**src/rtl/dnn_pkg.sv**
```systemverilog
// Shared definitions for the DNN output path: serializer state encoding,
// default neuron value width and an index-width helper.
package dnn_pkg;

    localparam int DNN_DATA_WIDTH = 16;

    typedef enum logic {
        ST_IDLE = 1'b0,
        ST_SEND = 1'b1
    } ser_state_t;

    // Width needed to index n items, never less than one bit.
    function automatic int idx_width(input int n);
        return (n <= 1) ? 1 : $clog2(n);
    endfunction

endpackage

```
**src/rtl/layer_serializer_argmax.sv**
```systemverilog
// ser_argmax: running signed argmax over the handshaken beats of one frame.
// Only compiled when LAYER_SERIALIZER_ARGMAX_EN is defined, which is the only
// build that instantiates it. Ties keep the lowest index because only a
// strictly greater value replaces the running maximum.
`ifdef LAYER_SERIALIZER_ARGMAX_EN
module ser_argmax
    import dnn_pkg::*;
#(
    parameter int NUM_NEURON = 30,
    parameter int DATA_WIDTH = DNN_DATA_WIDTH,
    parameter int IDX_W      = idx_width(NUM_NEURON)
) (
    input  logic                  s_axi_aclk,
    input  logic                  reset,
    input  logic                  beat_fire,
    input  logic                  beat_last,
    input  logic [IDX_W-1:0]      beat_idx,
    input  logic [DATA_WIDTH-1:0] beat_data,
    output logic                  max_valid,
    output logic [IDX_W-1:0]      max_idx,
    output logic [DATA_WIDTH-1:0] max_val
);

    logic [DATA_WIDTH-1:0] run_val_r;
    logic [IDX_W-1:0]      run_idx_r;
    logic                  take_s;
    logic [DATA_WIDTH-1:0] cand_val_s;
    logic [IDX_W-1:0]      cand_idx_s;
    logic                  max_valid_r;
    logic [IDX_W-1:0]      max_idx_r;
    logic [DATA_WIDTH-1:0] max_val_r;

    // Candidate maximum including the current beat; beat 0 always seeds it.
    always_comb begin
        take_s     = 1'b0;
        cand_val_s = run_val_r;
        cand_idx_s = run_idx_r;
        if ((beat_idx == {IDX_W{1'b0}}) || ($signed(beat_data) > $signed(run_val_r))) begin
            take_s     = 1'b1;
            cand_val_s = beat_data;
            cand_idx_s = beat_idx;
        end else begin
            take_s     = 1'b0;
        end
    end

    // Running maximum and one-cycle result pulse after the last beat.
    always_ff @(posedge s_axi_aclk) begin
        if (reset) begin
            run_val_r   <= {DATA_WIDTH{1'b0}};
            run_idx_r   <= {IDX_W{1'b0}};
            max_valid_r <= 1'b0;
            max_idx_r   <= {IDX_W{1'b0}};
            max_val_r   <= {DATA_WIDTH{1'b0}};
        end else begin
            max_valid_r <= 1'b0;
            if (beat_fire) begin
                run_val_r <= cand_val_s;
                run_idx_r <= cand_idx_s;
                if (beat_last) begin
                    max_valid_r <= 1'b1;
                    max_idx_r   <= cand_idx_s;
                    max_val_r   <= cand_val_s;
                end
            end
        end
    end

    assign max_valid = max_valid_r;
    assign max_idx   = max_idx_r;
    assign max_val   = max_val_r;

endmodule
`endif

```
**src/rtl/layer_serializer.sv**
```systemverilog
// layer_serializer: turns a parallel layer-output frame into a stream of
// NUM_NEURON beats (neuron 0 first) with one pending-frame buffer so the
// next frame follows the last beat without a bubble. A frame offered while
// the buffer is full is dropped and flagged in the sticky overflow output.
// Optional argmax outputs are enabled by defining LAYER_SERIALIZER_ARGMAX_EN.
module layer_serializer
    import dnn_pkg::*;
#(
    parameter int NUM_NEURON = 30,
    parameter int DATA_WIDTH = DNN_DATA_WIDTH
) (
    input  logic                             s_axi_aclk,
    input  logic                             reset,
    input  logic                             in_valid,
    input  logic [NUM_NEURON*DATA_WIDTH-1:0] in_data,
    output logic                             in_ready,
    output logic [DATA_WIDTH-1:0]            out_data,
    output logic                             out_valid,
    input  logic                             out_ready,
    output logic                             out_last,
    output logic                             overflow
`ifdef LAYER_SERIALIZER_ARGMAX_EN
    ,
    output logic                             max_valid,
    output logic [idx_width(NUM_NEURON)-1:0] max_idx,
    output logic [DATA_WIDTH-1:0]            max_val
`endif
);

    localparam int                FRAME_W  = NUM_NEURON * DATA_WIDTH;
    localparam int                CNT_W    = idx_width(NUM_NEURON);
    localparam logic [CNT_W-1:0]  LAST_CNT = CNT_W'(NUM_NEURON - 1);

    ser_state_t         state_r;
    logic [FRAME_W-1:0] sh_r;
    logic [CNT_W-1:0]   cnt_r;
    logic [FRAME_W-1:0] pend_r;
    logic               pend_full_r;
    logic               overflow_r;
    logic               accept_s;
    logic               fire_s;
    logic               last_s;

    assign accept_s = in_valid && !pend_full_r;
    assign last_s   = (state_r == ST_SEND) && (cnt_r == LAST_CNT);
    assign fire_s   = (state_r == ST_SEND) && out_ready;

    // Frame intake, beat shifting, pending-buffer handoff and overflow flag.
    always_ff @(posedge s_axi_aclk) begin
        if (reset) begin
            state_r     <= ST_IDLE;
            sh_r        <= {FRAME_W{1'b0}};
            cnt_r       <= {CNT_W{1'b0}};
            pend_r      <= {FRAME_W{1'b0}};
            pend_full_r <= 1'b0;
            overflow_r  <= 1'b0;
        end else begin
            if (in_valid && pend_full_r) begin
                overflow_r <= 1'b1;
            end
            case (state_r)
                ST_IDLE: begin
                    if (accept_s) begin
                        sh_r    <= in_data;
                        cnt_r   <= {CNT_W{1'b0}};
                        state_r <= ST_SEND;
                    end
                end
                ST_SEND: begin
                    if (fire_s && last_s) begin
                        cnt_r <= {CNT_W{1'b0}};
                        if (pend_full_r) begin
                            sh_r        <= pend_r;
                            pend_full_r <= 1'b0;
                        end else if (accept_s) begin
                            sh_r <= in_data;
                        end else begin
                            state_r <= ST_IDLE;
                        end
                    end else begin
                        if (fire_s) begin
                            sh_r  <= sh_r >> DATA_WIDTH;
                            cnt_r <= cnt_r + CNT_W'(1);
                        end
                        if (accept_s) begin
                            pend_r      <= in_data;
                            pend_full_r <= 1'b1;
                        end
                    end
                end
                default: begin
                    state_r     <= ST_IDLE;
                    cnt_r       <= {CNT_W{1'b0}};
                    pend_full_r <= 1'b0;
                end
            endcase
        end
    end

    assign in_ready  = !pend_full_r;
    assign out_valid = (state_r == ST_SEND);
    assign out_data  = sh_r[DATA_WIDTH-1:0];
    assign out_last  = last_s;
    assign overflow  = overflow_r;

`ifdef LAYER_SERIALIZER_ARGMAX_EN
    ser_argmax #(
        .NUM_NEURON (NUM_NEURON),
        .DATA_WIDTH (DATA_WIDTH),
        .IDX_W      (CNT_W)
    ) u_argmax (
        .s_axi_aclk (s_axi_aclk),
        .reset      (reset),
        .beat_fire  (fire_s),
        .beat_last  (last_s),
        .beat_idx   (cnt_r),
        .beat_data  (sh_r[DATA_WIDTH-1:0]),
        .max_valid  (max_valid),
        .max_idx    (max_idx),
        .max_val    (max_val)
    );
`endif

endmodule

```
**config.mk**
```make
export PLATFORM = sky130hd
export DESIGN_NAME = layer_serializer
export DESIGN_NICKNAME = d
export VERILOG_FILES = /design/src/rtl/dnn_pkg.sv /design/src/rtl/layer_serializer_argmax.sv /design/src/rtl/layer_serializer.sv
export SDC_FILE = /design/constraint.sdc
export NUM_CORES = 2
export LEC_CHECK = 0
export ABC_AREA = 0
export BUFFER_PORTS_ARGS = -buffer_cell sky130_fd_sc_hd__clkbuf_2
export CAP_MARGIN = 20
export CORE_ASPECT_RATIO = 0.5
export CORE_MARGIN = 8
export CORE_UTILIZATION = 50
export CTS_CLUSTER_SIZE = 14
export DETAILED_ROUTE_END_ITERATION = 12
export PLACE_DENSITY = 0.72
export SKIP_CTS_REPAIR_TIMING = 1
export SLEW_MARGIN = 25
export SYNTH_ARGS = -nofsm -noshare
export SYNTH_HDL_FRONTEND = slang
export SYNTH_SLANG_ARGS = --single-unit
```
**constraint.sdc**
```tcl
create_clock -name s_axi_aclk -period 2.5 [get_ports s_axi_aclk]
set_clock_uncertainty 0.05 [all_clocks]
set_input_delay 0.375 -clock s_axi_aclk [delete_from_list [all_inputs] [get_ports s_axi_aclk]]
set_output_delay 0.375 -clock s_axi_aclk [all_outputs]
set_load 0.005 [all_outputs]
```
==> run metrics <==
Critical Path RT 3.03 ns; DRT met1 WL 70.8 mm; fmax 410 MHz; Initial Utilization 50.2%; met3 WL 15.1 mm; switch share 29.2%; Clock Root Buffer clkbuf_16; status finished clean; top cell type by total area after synthesis dfxtp_1; ANT nets after route 0; crit end category register; layout cell share with drive strength beyond 1 13.8%; met2 wire length 85.4 mm; Syn Inst Count 5,990; Top Metal Used met5; top-count cell post-synth nand2_1; storage element area 19,400 um2; commonest cells in the netlist 1,427 x nand2_1, 968 x dfxtp_1, 925 x a21oi_1, 480 x mux2i_1, 442 x o211ai_1; Mapped Avg Cell Area 8.15 um2; First DRT Iteration DRCs roughly 7,800; CTS Buf Count 89; Multi-input gate area 26,600 um2; clk slew on worst S/H paths 0.07 ns; Routed WL ~180 mm; routed vias 51,661; mean routed wirelength per cell approximately 23 um; Core ar. ~100,000 um2; fin crit share 97.6%; largest net degree at the start of global routing 165; All-Layer GR Usage 29.4%; Die X roughly 460 um; Final min period 2.44 ns; initial antenna violation count between 40 and 50; part of the power in combinational logic 17.3%; Max-slew headroom between 30% and 40%; Slew Limit Fails 0; Power Density 629 nW/um2; Peak VDD IR 0.518 mV; Buffers on Ports 503; DR vias/cell 6.49; area share of the largest cell type after synthesis around two fifths; Netlist cell types 36; Rows 81; number of global-route vias before repair 45,951; Crit path arrival time 2.97 ns; Reg power frac 45.1%; DP Wirelength 109 mm; P_int roughly 27,000 uW; post-route cell area ~60,000 um2; DRC viols 0; Switching Power between 10,000 and 15,000 uW; setup slack, reg-to-reg around 0.061 ns; fin cells 7,965; H-Tree Depth 3; type of the tightest min-delay check in2reg; ys async rst share 0%; die height between 200 and 250 um; Layout area overhead 23.7%; crit path max fanout 164; EDFF count, synth 0; clock latency on the worst-skew pair 0.71 ns; Initial DRT Pass Iterations 9; total power 38,000 uW; fin nets 7,054; DP Area 52,500 um2; FF+latch count, synth approximately 970; clock sink count 968; FF-to-FF Start out_valid; Crit Path Class reg2reg; gp weighted congestion 0.854; startpoint types register; final hold vios 0; CTS tree yes; final setup fails 0; I/O pin cnt 504; fillcell total ~7,900; full die area 109,000 um2; CTS max path bufs 3; crit path from out_valid; total gr overflow 0; first-pass GRT wire length 265 mm; crit path capture sh_r[130]; Reg2Reg Depth 5; Ys Warns 0; Fin Setup TNS 0 ns; DP Cell Count 7,280; Leakage Power 0.0254 uW; maxcap violations 0; R2R Path End sh_r[130]; Net Count, Synth 6,476; largest cells by area after synthesis dfxtp_1 40%, nand2_1 11%, mux2i_1 9.8%, a21oi_1 9.5%, o211ai_1 6.8%; Synth Flop Type dfxtp_1; measured slew at the worst slew-check pin 0.990 ns; Synth Cell Area 48,800 um2; post-synthesis sequential area ratio 39.7%; clock network fraction of total power 37.6%
## cells by family (layout without fill, tap and decap cells)
group | Yosys count | after routing | share of synthesized area [%]
buffers and inverters | 657 | 1300 | 5.87
other | 0 | 46 | 0
DFF | 968 | 968 | 39.7
adders and majority gates | 2 | 2 | 0.0512
muxes | 480 | 480 | 9.84
and+or+nand+nor | 2011 | 2011 | 18.0
AOI/OAI and AO/OA | 1872 | 1872 | 26.5
## metrics by stage
step / utilization [%] / worst slack, ns / hold slack, ns
after floorplan: - / 0.503 / 0.386
after global placement: 54.0 / 0.141 / 0.391
after detailed placement: 54.0 / 0.146 / 0.397
after CTS: 57.0 / -0.275 / -0.187
after global routing: 62.1 / -0.00802 / 0.185
final: 62.1 / 0.0609 / 0.139
## worst max-delay path, stage by stage, from the launching register on
cell      delay [ns]
dfxtp_1         0.36
or3b_4          0.43
buf_12          0.21
and3_1          0.47
a221oi_1        0.31
a21oi_1         0.16
## how the worst min path moves through the flow
stage	startpoint	cells after the start	slack, ns	endpoint
2_1_floorplan	pend_r[464]	2	0.39	pend_r[464]
3_3_place_gp	pend_r[177]	2	0.39	pend_r[177]
3_5_place_dp	pend_r[189]	2	0.40	pend_r[189]
4_1_cts	in_data[473]	3	-0.19	pend_r[473]
5_1_grt	in_valid	5	0.19	sh_r[3]
6_report	in_valid	5	0.14	sh_r[3]
## layer usage
layer  up-vias  track usage [%]
met1     24746             38.3
met2      3103             46.6
met5         -                0
li1      23107                -
met4         4             17.2
met3       701             4.27
## registers in the layout (all words and copies together), names as in the netlist
register / count
overflow: 1
pend_full_r: 1
pend_r: 480
cnt_r: 5
sh_r: 480
out_valid: 1
## power by group through the flow
stage          clock network, uW  logic, uW  registers [uW]
2_1_floorplan                  0       3880           17000
3_3_place_gp                   0       5550           17400
3_5_place_dp                   0       5760           17400
4_1_cts                    14400       5790           17100
5_1_grt                    15000       7080           17200
6_report                   14300       6600           17100
## cells in the final DEF, fill, tap and decap left out, types with 46 or more instances in the layout
| cell type | Yosys | routed |
|---|---|---|
| a21oi_1 | 925 | 925 |
| a221oi_1 | 341 | 341 |
| a221oi_2 | 100 | 100 |
| and3_1 | 441 | 441 |
| buf_12 | 0 | 93 |
| buf_4 | 16 | 63 |
| clkbuf_16 | 0 | 91 |
| clkbuf_2 | 0 | 501 |
| dfxtp_1 | 968 | 967 |
| diode_2 | 0 | 46 |
| dlygate4sd3_1 | 0 | 481 |
| mux2i_1 | 480 | 480 |
| nand2_1 | 1427 | 1426 |
| nand3_1 | 48 | 48 |
| nor2_1 | 54 | 54 |
| o211ai_1 | 442 | 442 |
## area by class of cell
cell class	instances	area share, %
inverters	3	0.0456
flip-flops and latches	968	32.1
repair buffers	1141	16.1
well taps	1286	2.66
diodes	46	0.191
clock inverters	26	0.472
multi-input cells	4365	44.1
clock buffers	130	4.41
Power figures use the tool's default switching activity.
